<file path="src/rtl/cpu_pkg.sv">
// rtl/cpu_pkg.sv - shared constants for the 16-bit five-stage CPU
//
// Purpose: datapath widths, ALU opcode encodings, EX operand forwarding
//          selects, and a saturating-increment helper used by debug counters.
// Ports:   none (package)
package cpu_pkg;

  localparam int DATA_W = 16;
  localparam int REG_W  = 4;

  // ALU opcodes carried on id_alu_op / ex_alu_op
  localparam logic [3:0] ALU_ADD   = 4'h0;
  localparam logic [3:0] ALU_SUB   = 4'h1;
  localparam logic [3:0] ALU_AND   = 4'h2;
  localparam logic [3:0] ALU_OR    = 4'h3;
  localparam logic [3:0] ALU_XOR   = 4'h4;
  localparam logic [3:0] ALU_SLL   = 4'h5;
  localparam logic [3:0] ALU_SRL   = 4'h6;
  localparam logic [3:0] ALU_SLT   = 4'h7;
  localparam logic [3:0] ALU_PASSB = 4'h8;

  // EX operand mux selects
  localparam logic [1:0] FWD_RF    = 2'b00;
  localparam logic [1:0] FWD_EXMEM = 2'b01;
  localparam logic [1:0] FWD_MEMWB = 2'b10;

  // Increment that sticks at all-ones instead of wrapping
  function automatic logic [15:0] sat_inc16(input logic [15:0] v);
    return (v == 16'hFFFF) ? v : v + 16'd1;
  endfunction

endpackage

</file>
<file path="src/rtl/fwd_sel.sv">
// rtl/fwd_sel.sv - combinational forwarding select for one EX operand
//
// Purpose: picks which pipeline stage supplies an operand once it reaches EX.
//          The instruction now in EX will sit in EX/MEM next cycle, the one in
//          MEM will sit in MEM/WB; the nearer producer wins.
// Ports:
//   src, uses                      operand register ID and whether it is read
//   ex_valid/reg_write/mem_read/rd state of the instruction now in EX
//   mem_valid/reg_write/rd         state of the instruction now in MEM
//   sel                            2-bit select (RF / EX-MEM / MEM-WB)
module fwd_sel #(
  parameter int REG_W = 4
) (
  input  logic [REG_W-1:0] src,
  input  logic             uses,
  input  logic             ex_valid,
  input  logic             ex_reg_write,
  input  logic             ex_mem_read,
  input  logic [REG_W-1:0] ex_rd,
  input  logic             mem_valid,
  input  logic             mem_reg_write,
  input  logic [REG_W-1:0] mem_rd,
  output logic [1:0]       sel
);
  import cpu_pkg::*;

  always_comb begin
    sel = FWD_RF;
    // A load in EX cannot forward from EX/MEM; that case is a load-use bubble
    // and the operand is picked up from MEM/WB one cycle later.
    if (uses && ex_valid && ex_reg_write && !ex_mem_read && (ex_rd == src))
      sel = FWD_EXMEM;
    else if (uses && mem_valid && mem_reg_write && (mem_rd == src))
      sel = FWD_MEMWB;
  end

endmodule

</file>
<file path="src/rtl/id_ex_stage.sv">
// rtl/id_ex_stage.sv - ID/EX pipeline register with load-use bubbles and forwarding
//
// Purpose: registers the decoded instruction and register-file data into EX,
//          inserts one bubble on a load-use hazard, precomputes EX operand
//          forwarding selects, honours hold/flush, and counts bubbles.
// Ports:
//   clk, rst_n                     clock, async active-low reset
//   hold, flush                    global freeze, branch squash
//   id_*                           decoded instruction from ID
//   mem_valid/reg_write/rd         writer currently in MEM
//   ex_*                           registered instruction presented to EX
//   stall_id                       combinational; freezes PC and IF/ID
//   bubble_cnt                     saturating count of load-use bubbles
module id_ex_stage #(
  parameter int DATA_W = 16,
  parameter int REG_W  = 4
) (
  input  logic              clk,
  input  logic              rst_n,
  input  logic              hold,
  input  logic              flush,
  input  logic              id_valid,
  input  logic [REG_W-1:0]  id_rs,
  input  logic [REG_W-1:0]  id_rt,
  input  logic [REG_W-1:0]  id_rd,
  input  logic              id_uses_rs,
  input  logic              id_uses_rt,
  input  logic [DATA_W-1:0] id_src1,
  input  logic [DATA_W-1:0] id_src2,
  input  logic [DATA_W-1:0] id_imm,
  input  logic [DATA_W-1:0] id_pc2,
  input  logic [3:0]        id_alu_op,
  input  logic              id_reg_write,
  input  logic              id_mem_read,
  input  logic              id_mem_write,
  input  logic              mem_valid,
  input  logic              mem_reg_write,
  input  logic [REG_W-1:0]  mem_rd,
  output logic              ex_valid,
  output logic              ex_reg_write,
  output logic              ex_mem_read,
  output logic              ex_mem_write,
  output logic [REG_W-1:0]  ex_rs,
  output logic [REG_W-1:0]  ex_rt,
  output logic [REG_W-1:0]  ex_rd,
  output logic [DATA_W-1:0] ex_src1,
  output logic [DATA_W-1:0] ex_src2,
  output logic [DATA_W-1:0] ex_imm,
  output logic [DATA_W-1:0] ex_pc2,
  output logic [3:0]        ex_alu_op,
  output logic [1:0]        ex_fwd_a,
  output logic [1:0]        ex_fwd_b,
  output logic              stall_id,
  output logic [15:0]       bubble_cnt
);
  import cpu_pkg::*;

  logic       load_use;
  logic [1:0] fwd_a_nxt;
  logic [1:0] fwd_b_nxt;

  assign load_use = ex_valid & ex_mem_read & id_valid &
                    ((id_uses_rs & (id_rs == ex_rd)) |
                     (id_uses_rt & (id_rt == ex_rd)));

  // A flush kills the dependent instruction anyway, so no stall is needed.
  assign stall_id = hold | (load_use & ~flush);

  fwd_sel #(.REG_W(REG_W)) u_fwd_a (
    .src          (id_rs),
    .uses         (id_uses_rs),
    .ex_valid     (ex_valid),
    .ex_reg_write (ex_reg_write),
    .ex_mem_read  (ex_mem_read),
    .ex_rd        (ex_rd),
    .mem_valid    (mem_valid),
    .mem_reg_write(mem_reg_write),
    .mem_rd       (mem_rd),
    .sel          (fwd_a_nxt)
  );

  fwd_sel #(.REG_W(REG_W)) u_fwd_b (
    .src          (id_rt),
    .uses         (id_uses_rt),
    .ex_valid     (ex_valid),
    .ex_reg_write (ex_reg_write),
    .ex_mem_read  (ex_mem_read),
    .ex_rd        (ex_rd),
    .mem_valid    (mem_valid),
    .mem_reg_write(mem_reg_write),
    .mem_rd       (mem_rd),
    .sel          (fwd_b_nxt)
  );

  always_ff @(posedge clk or negedge rst_n) begin
    if (!rst_n) begin
      ex_valid     <= 1'b0;
      ex_reg_write <= 1'b0;
      ex_mem_read  <= 1'b0;
      ex_mem_write <= 1'b0;
      ex_rs        <= '0;
      ex_rt        <= '0;
      ex_rd        <= '0;
      ex_src1      <= '0;
      ex_src2      <= '0;
      ex_imm       <= '0;
      ex_pc2       <= '0;
      ex_alu_op    <= '0;
      ex_fwd_a     <= FWD_RF;
      ex_fwd_b     <= FWD_RF;
      bubble_cnt   <= '0;
    end else if (!hold) begin
      // Data and IDs always follow ID; they are meaningless when ex_valid=0.
      ex_rs   <= id_rs;
      ex_rt   <= id_rt;
      ex_rd   <= id_rd;
      ex_src1 <= id_src1;
      ex_src2 <= id_src2;
      ex_imm  <= id_imm;
      ex_pc2  <= id_pc2;
      if (flush || load_use) begin
        ex_valid     <= 1'b0;
        ex_reg_write <= 1'b0;
        ex_mem_read  <= 1'b0;
        ex_mem_write <= 1'b0;
        ex_alu_op    <= '0;
        ex_fwd_a     <= FWD_RF;
        ex_fwd_b     <= FWD_RF;
        if (!flush)
          bubble_cnt <= sat_inc16(bubble_cnt);
      end else begin
        ex_valid     <= id_valid;
        ex_reg_write <= id_reg_write & id_valid;
        ex_mem_read  <= id_mem_read & id_valid;
        ex_mem_write <= id_mem_write & id_valid;
        ex_alu_op    <= id_alu_op;
        ex_fwd_a     <= fwd_a_nxt;
        ex_fwd_b     <= fwd_b_nxt;
      end
    end
  end

endmodule

</file>
<file path="config.mk">
export PLATFORM = sky130hd
export DESIGN_NAME = id_ex_stage
export DESIGN_NICKNAME = d
export VERILOG_FILES = /design/src/rtl/cpu_pkg.sv /design/src/rtl/fwd_sel.sv /design/src/rtl/id_ex_stage.sv
export SDC_FILE = /design/constraint.sdc
export NUM_CORES = 1
export LEC_CHECK = 0
export ABC_AREA = 1
export CORE_AREA = 4 4 118 120
export CTS_CLUSTER_DIAMETER = 30
export DETAILED_ROUTE_END_ITERATION = 7
export DIE_AREA = 0 0 122 124
export PLACE_DENSITY_LB_ADDON = 0.08
export SLEW_MARGIN = 20
export SYNTH_ARGS = -nofsm -noshare
export SYNTH_HDL_FRONTEND = slang
export SYNTH_HIERARCHICAL = 1
export SYNTH_SLANG_ARGS = --single-unit
</file>
<file path="constraint.sdc">
create_clock -name clk -period 1.6 [get_ports clk]
set_input_delay 0.32 -clock clk [delete_from_list [all_inputs] [get_ports clk]]
set_output_delay 0.32 -clock clk [all_outputs]
set_load 0.01 [all_outputs]
</file>
==> metrics.md, run 1 <==
| Metric | Value |
|---|---|
| Hold path start | id_rs[0] |
| Post-route minimum period | 1830 ps |
| Hold Path Sink | ex_rs[0]$_DFFE_PN0N_ |
| Mapped Area | 4952 um2 |
| Mapped Cells | 635 |
| DRC viols | 0 |
| Hold Crit Depth | 3 |
| First-pass DRT Iterations | 4 |
| Vias in the first global route | 4,920 |
| PortBufs | 200 |
| Gr usage total | 0.2007 |
| Mapped Nets | 732 |
| Hold Crit Class | input port to flop |
| Reg-to-Reg Start | ex_rd[2]$_DFFE_PN0N_ |
| CTS H-Tree Depth | 3 |
| P_int | 4.727 mW |
| Yosys reg bits | 104 |
| Max capacitance violation total | 0 |
| RR Endpoint | bubble_cnt[14]$_DFFE_PN0P_ |
| Failing checks | setup timing |
| Fin crit share | 1.144 |
| Worst Setup End Kind | output port |
| Post-synth ARST share | 1.000 |
| Final Wtd Congestion | 0.8695 |
| Aggregate global routing overflow | 0 |
| Pleak | 4.752 nW |
| Post-route setup TNS | -2091 ps |
| Placed Area | 7405 um2 |
| Cell taking the most area after synthesis | dfrtp_1 |
| CTS tree | yes |
| Die area | 15,130 um2 |
| Drt initial violations | 351 |
| Share of cells above drive strength 1 | 0.1605 |
| CTS root buffer | clkbuf_16 |
| Standard-cell rows | 42 |
| Top-count cell post-synth | nand2_1 |
| Final wirelength | 14,960 um |
| Worst Path Arrival | 1510 ps |
| Antenna violations before repair | 0 |
| Number of synthesis warnings | 6 |
| VDD IR max | 0.5578 mV |
| Number of max-slew violations in the final report | 0 |
| Synth top area cells | dfrtp_1, nand2_1, nand2_2, inv_1, xnor2_1 |
| Initial core utilization | 0.3815 |
| Top Ports | 201 |
| Endpoints failing setup | 17 |
| Cell area after layout | 8056 um2 |
| Clock Power Share | 0.347 |
| Worst Path Required | 1280 ps |
| Number of synthesized flops with an enable pin | 0 |
| Die height | 124 um |
| Fin. Hold Viols | 0 |
| First-pass GRT wire length | 23,830 um |
| Share of the synthesized area in the top cell type | 0.5255 |
| Slew margin rel. | 0.6574 |
| Unrepaired setup endpoints after global routing | true |
| Net Sw Frac | 0.2615 |
| FF-to-FF path depth | 12 |
| Worst setup margin | -229.9 ps |
| CTS Buf Count | 9 |
| Post-synthesis area per instance | 7.799 um2 |
| Total clock sinks | 104 |
| Psw | 1.674 mW |
| Flop2flop setup slack | -130 ps |
| Syn-to-layout area delta | 62.68% |
| Clock skew | 5.346 ps |
| DR vias | 4,824 |
| Peak Freq | 546.5 MHz |
| Nets | 984 |
| Non-Filler Instances | 1,067 |
| Vias/cell | 4.521 |
| Worst-path maximum fanout | 5 |
| WL/cell | 14.02 um |
| Die Wd | 122 um |
| Combinational fraction of design power | 0.196 |
| Largest net degree at the start of global routing | 86 |
| Max Buffers Root-to-Sink | 2 |
| Status | finished with violations |
| Antenna diodes | 0 |
| Pwr/cell area | 794.4 nW/um2 |
| Flop pwr share | 0.456 |
| Clock transition at path regs | 60 ps |
| HPWL Detailed | 10,870 um |
| Top_reg_cell synth | dfrtp_1 |
| Seq/Total Area, Yosys | 0.5255 |
| Slew @ Worst Pin | 513.9 ps |
| Placed Cells incl. Taps | 1,031 |
| Core area | 12,980 um2 |
| Critical path class | flop to output port |
| Post-synth cell types | 28 |
| Antenna-violating nets left | 0 |
| Synth top cells by count | nand2_1, dfrtp_1, inv_1, nand2_2, nor2_1 |
| Startpoint Class | flop |
| Clock latency on the worst-skew pair | 340 ps |
[per-layer routing]
layer | global-route usage | up-vias | wire length [um]
li1 | - | 2428 | -
met1 | 0.2372 | 2252 | 5854
met2 | 0.3394 | 136 | 7594
met3 | 0.08220 | 8 | 1377
met4 | 0.05462 | 0 | 138
met5 | 0 | - | 0
[how the worst max path moves through the flow]
stage                                    from  slack [ps]  depth (start not counted)                          to
floorplan           bubble_cnt[0]$_DFFE_PN0P_           2                         10  bubble_cnt[13]$_DFFE_PN0P_
global placement                     id_rt[0]        -780                         10                    stall_id
detailed placement                   id_rs[1]        -790                         10                    stall_id
CTS                      ex_rd[1]$_DFFE_PN0N_        -280                          9                    stall_id
global route             ex_rd[2]$_DFFE_PN0N_        -320                          9                    stall_id
finish                   ex_rd[2]$_DFFE_PN0N_        -230                          8                    stall_id
[metrics by stage]
step / utilization / setup slack, ps / hold WS, ps / power [mW]
after detailed placement: 0.5705 / -793.9 / 366.9 / 4.290
final: 0.6207 / -229.9 / 306.6 / 6.400
after CTS: 0.6030 / -281.0 / 398.8 / 6.512
after floorplan: - / 1.749 / 24.41 / 3.404
after global placement: 0.5705 / -783.0 / 363.6 / 4.267
after global routing: 0.6207 / -322.5 / 340.8 / 6.750
[layout make-up]
cell class              instances  area, um2
well taps                     176      220.2
clock inverters                 4      53.80
repair buffers                261       2614
fillers                      1158       4923
flip-flops and latches        104       2609
inverters                      45      168.9
multi-input cells             466       2148
clock buffers                  11      242.7
[critical path, cell delays in order, from the launching register on]
cell	delay (ps)
dfrtp_2	450
nand2_1	90
nand2_1	60
nor2_2	110
nand3_2	110
nand2_4	110
nand3_4	70
nand2_2	60
buf_6	100
[layout by cell type (no fill, tap or decap), drive strengths merged]
cell           Yosys  routed
nand2            360     360
dfrtp            104     104
clkdlybuf4s50      0      99
buf                4      63
dlymetal6s2s       0      56
inv               45      46
dlygate4sd2        0      41
nor2              33      33
o21ai             17      17
nand3             17      17
xnor2             12      12
nand4             11      12
clkbuf            17      12
xor2               6       6
nor3               2       2
clkinvlp           0       2
a21oi              2       2
and2               2       2
and3               1       1
nand3b             1       1
ha                 1       1
bufinv             0       1
dlygate4sd3        0       1
[registers in the layout (all words and copies together) (netlist names)]
name,count
bubble_cnt,16
ex_alu_op,4
ex_fwd_a,2
ex_fwd_b,2
ex_imm,16
ex_mem_read,1
ex_mem_write,1
ex_pc2,16
ex_rd,4
ex_reg_write,1
ex_rs,4
ex_rt,4
ex_src1,16
ex_src2,16
ex_valid,1
[cell families (layout without fill, tap and decap cells)]
kind of cell | count (synthesis) | after routing | share of synthesized area
and+or+nand+nor | 427 | 428 | 0.3669
xor gates and xnor gates | 18 | 18 | 0.03183
adders and majority gates | 1 | 1 | 0.002526
AOI/OAI and AO/OA | 19 | 19 | 0.01920
DFF | 104 | 104 | 0.5255
buffers and inverters | 66 | 321 | 0.05407
[timing repair]
item                                    4_1_cts  5_1_grt
hold endpoints to repair                      1        0
setup buffers                                15        3
pin swaps                                     4        6
hold buffers                                  1        0
endpoints found under the setup margin       60       84
cloned                                        1        1
gates resized for setup                      53       69
[power by group through the flow]
stage	Combinational, mW	Clock (mW)	Sequential (mW)
final	1.26	2.22	2.92
after global routing	1.39	2.41	2.95
after CTS	1.29	2.29	2.93
after detailed placement	1.32	0	2.97
after global placement	1.30	0	2.97
after floorplan	0.339	0	3.06
(Power assumes the default switching activity.)
==> run 2, diff against run 1 <==
Settings changed: CORE_AREA 4 4 118 120 to 2 2 116 118, DIE_AREA 0 0 122 124 to 0 0 118 120.
==> run 2 against run 1 <==
Compared with the run above:
- the run still ends with setup timing left
- sequential share of layout area decreased by 0.33 points
- non-clock buffer count stayed put
- die area shrank 6.4%
- register-to-register slack improved by 120 ps
- final cell count is essentially flat
- cell area increased by 1.2%
- fmax up 0.24%
- clock power rose by 18%
- first-iteration DRC count decreased by 22%
- clock skew increased by 4.5 ps
- hold slack got worse by 13 ps
- core utilization grew 0.75 points
- critical endpoint unchanged
- largest cell class unchanged
==> metrics.md, run 2 (synthesis gave the netlist of run 1 again) <==
| Metric | Value |
|---|---|
| Vias/cell | 4.552 (+0.69%) |
| HPWL Detailed | 10,150 um (-6.6%) |
| Most frequent cells in the layout | nand2_1, clkdlybuf4s50_1, dfrtp_1 |
| Fin. Hold Viols | 0 (unchanged) |
| Max Buffers Root-to-Sink | 2 (unchanged) |
| Area occupied by multi-input gates | 2171 um2 (+1.0%) |
| Number of max-slew violations in the final report | 0 (unchanged) |
| Reg-to-Reg Start | ex_rd[1]$_DFFE_PN0N_ |
| DRC viols | 0 (unchanged) |
| Final Wtd Congestion | 0.9014 (+3.7%) |
| Startpoint Class | flop |
| Top Ports | 201 (unchanged) |
| Core area | 12,980 um2 (unchanged) |
| Worst Path Arrival | 1510 ps (about the same) |
| Final wirelength | 14,790 um (-1.2%) |
| Clock skew | 9.844 ps (+4.498 ps) |
| Fillers | 1,136 (-1.9%) |
| Antenna-violating nets left | 0 (unchanged) |
| First-pass DRT Iterations | 4 (unchanged) |
| CTS H-Tree Depth | 3 (unchanged) |
| Total clock sinks | 104 (unchanged) |
| Slew margin rel. | 0.7446 (+0.08719) |
| Largest net degree at the start of global routing | 92 (+7.0%) |
| WP buf/inv | 2 (+1) |
| Critical path class | flop to output port |
| Antenna diodes | 0 (unchanged) |
| VDD IR max | 0.4670 mV (-16%) |
| Status | finished with violations |
| Standard-cell rows | 42 (unchanged) |
| Antenna violations before repair | 0 (unchanged) |
| Most common cell after layout, fill and taps aside | nand2_1 |
| Worst Path Required | 1280 ps (about the same) |
| Clock transition at path regs | 70 ps (about the same) |
| Endpoints failing setup | 6 (-11) |
| CTS tree | yes |
| Peak Freq | 547.8 MHz (+0.24%) |
| PortBufs | 200 (unchanged) |
| Post-route minimum period | 1826 ps (-4.323 ps) |
| Unrepaired setup endpoints after global routing | true |
| Share of cells above drive strength 1 | 0.1738 (+0.01327) |
| Slew @ Worst Pin | 383.1 ps (-130.8 ps) |
| Cell mode on critical path | nand2_2 |
| Syn-to-layout area delta | 64.65% |
| FF-to-FF path depth | 12 (unchanged) |
| Net Sw Frac | 0.2562 (-0.005313) |
| Failing checks | setup timing |
| Register area | 2614 um2 (+0.19%) |
| DR vias | 4,862 (+0.79%) |
| Clock latency on the worst-skew pair | 360 ps (+20 ps) |
| Psw | 1.742 mW (+4.1%) |
| Die height | 120 um (-3.2%) |
| First-pass GRT wire length | 24,090 um (+1.1%) |
| Aggregate global routing overflow | 0 (unchanged) |
| Nets | 984 (unchanged) |
| Placed Cells incl. Taps | 1,029 (-0.19%) |
| Pleak | 4.761 nW (+0.19%) |
| CP max stage delay | 410 ps (-40 ps) |
| Crit path cell chain | inv_2 -> nand2_2 -> nand2_2 -> nor2_4 -> nand3_2 -> nand2_4 -> nand3_4 -> nand2_2 -> buf_6 |
| CTS Buf Count | 9 (unchanged) |
| Max capacitance violation total | 0 (unchanged) |
| CP max-delay cell | dfrtp_2 |
| Drt initial violations | 273 (-22%) |
| Crit path depth | 9 (+1) |
| Non-Filler Instances | 1,068 (+0.094%) |
| Hold Crit Class | input port to flop |
| Initial core utilization | 0.3815 (unchanged) |
| Clock Power Share | 0.384 (+0.037) |
| Worst setup margin | -225.6 ps (+4.323 ps) |
| Worst Setup End Kind | output port |
| Worst-path maximum fanout | 5 (unchanged) |
| Largest delay contributor family on the critical path | simple AND/OR/NAND/NOR gates |
| Combinational fraction of design power | 0.186 (-0.010) |
| Fin crit share | 1.141 (-0.002702) |
| Die area | 14,160 um2 (-6.4%) |
| Pwr/cell area | 834.0 nW/um2 (+5.0%) |
| WL/cell | 13.85 um (-1.3%) |
| Vias in the first global route | 4,850 (-1.4%) |
| P_int | 5.058 mW (+7.0%) |
| Hold path start | id_rt[0] |
| Die Wd | 118 um (-3.3%) |
| Total power | 6.800 mW (+6.3%) |
| Gr usage total | 0.2145 (+0.01373) |
| CTS root buffer | clkbuf_16 |
| Hold Crit Depth | 3 (unchanged) |
| Crit. Startpoint | ex_rd[1]$_DFFE_PN0N_ |
| Flop pwr share | 0.430 (-0.026) |
## run 2: cell types whose count changed in the layout (fill, tap and decap cells not counted), sizes merged, moves of 2 or more
cell and change:
clkinvlp -2, clkdlybuf4s50 +4, dlymetal6s2s -3, bufinv +2
## run 2: power groups by stage
stage / logic [mW] / registers (mW) / clock network, mW
floorplan: 0.339 / 3.06 / 0
global placement: 1.29 / 2.97 / 0
detailed placement: 1.31 / 2.98 / 0
CTS: 1.27 / 2.93 / 2.67
global route: 1.39 / 2.95 / 2.79
finish: 1.26 / 2.92 / 2.61
## run 2: final timing paths
kind	slack (ps)	to
worst min register to register	470	ex_imm[15]$_DFFE_PN0N_
worst min-delay path	290	ex_rt[0]$_DFFE_PN0N_
worst max register to register	-10	bubble_cnt[9]$_DFFE_PN0P_
max in group asynchronous	590	bubble_cnt[0]$_DFFE_PN0P_
worst max-delay path	-230	stall_id
min in group asynchronous	380	ex_alu_op[3]$_DFFE_PN0N_
## run 2: metal layers
| metal | GRT usage | wire, um | vias up |
|---|---|---|---|
| li1 | - | - | 2433 |
| met1 | 0.2582 | 6166 | 2255 |
| met2 | 0.3532 | 7053 | 153 |
| met3 | 0.07319 | 1248 | 21 |
| met4 | 0.08735 | 321 | 0 |
| met5 | 0 | 0 | - |
## run 2: metrics by stage
stage | util | worst slack [ps] | cell area [um2] | hold slack, ps | TNS [ps]
final | 0.6282 | -225.6 | 8154 | 293.8 | -242.5
after global routing | 0.6282 | -314.0 | 8154 | 315.9 | -1739
after CTS | 0.6106 | -288.4 | 7925 | 378.7 | -985.6
after floorplan | - | 1.749 | 4960 | 24.41 | 0
after global placement | 0.5703 | -785.6 | 7402 | 211.8 | -11450
after detailed placement | 0.5703 | -782.6 | 7402 | 214.0 | -11850
## run 2: worst min-delay path: stages
cell            delay [ps]
dlymetal6s2s_1         140
inv_2                   70
o21ai_0                 70
## run 2: timing repair
action | CTS | global route
cloned | 2 | 0
buffers inserted | 16 | 4
hold buffers | 1 | 0
pin swaps | 5 | 10
setup endpoints to repair | 74 | 76
resized for setup | 58 | 75
hold endpoints to repair | 17 | 0
## run 2: final cells by class
type                    instances  area share
multi-input cells             466      0.2662
clock buffers                  10     0.02931
repair buffers                261      0.3224
clock inverters                 6     0.01381
flip-flops and latches        104      0.3205
well taps                     176     0.02701
inverters                      45     0.02072
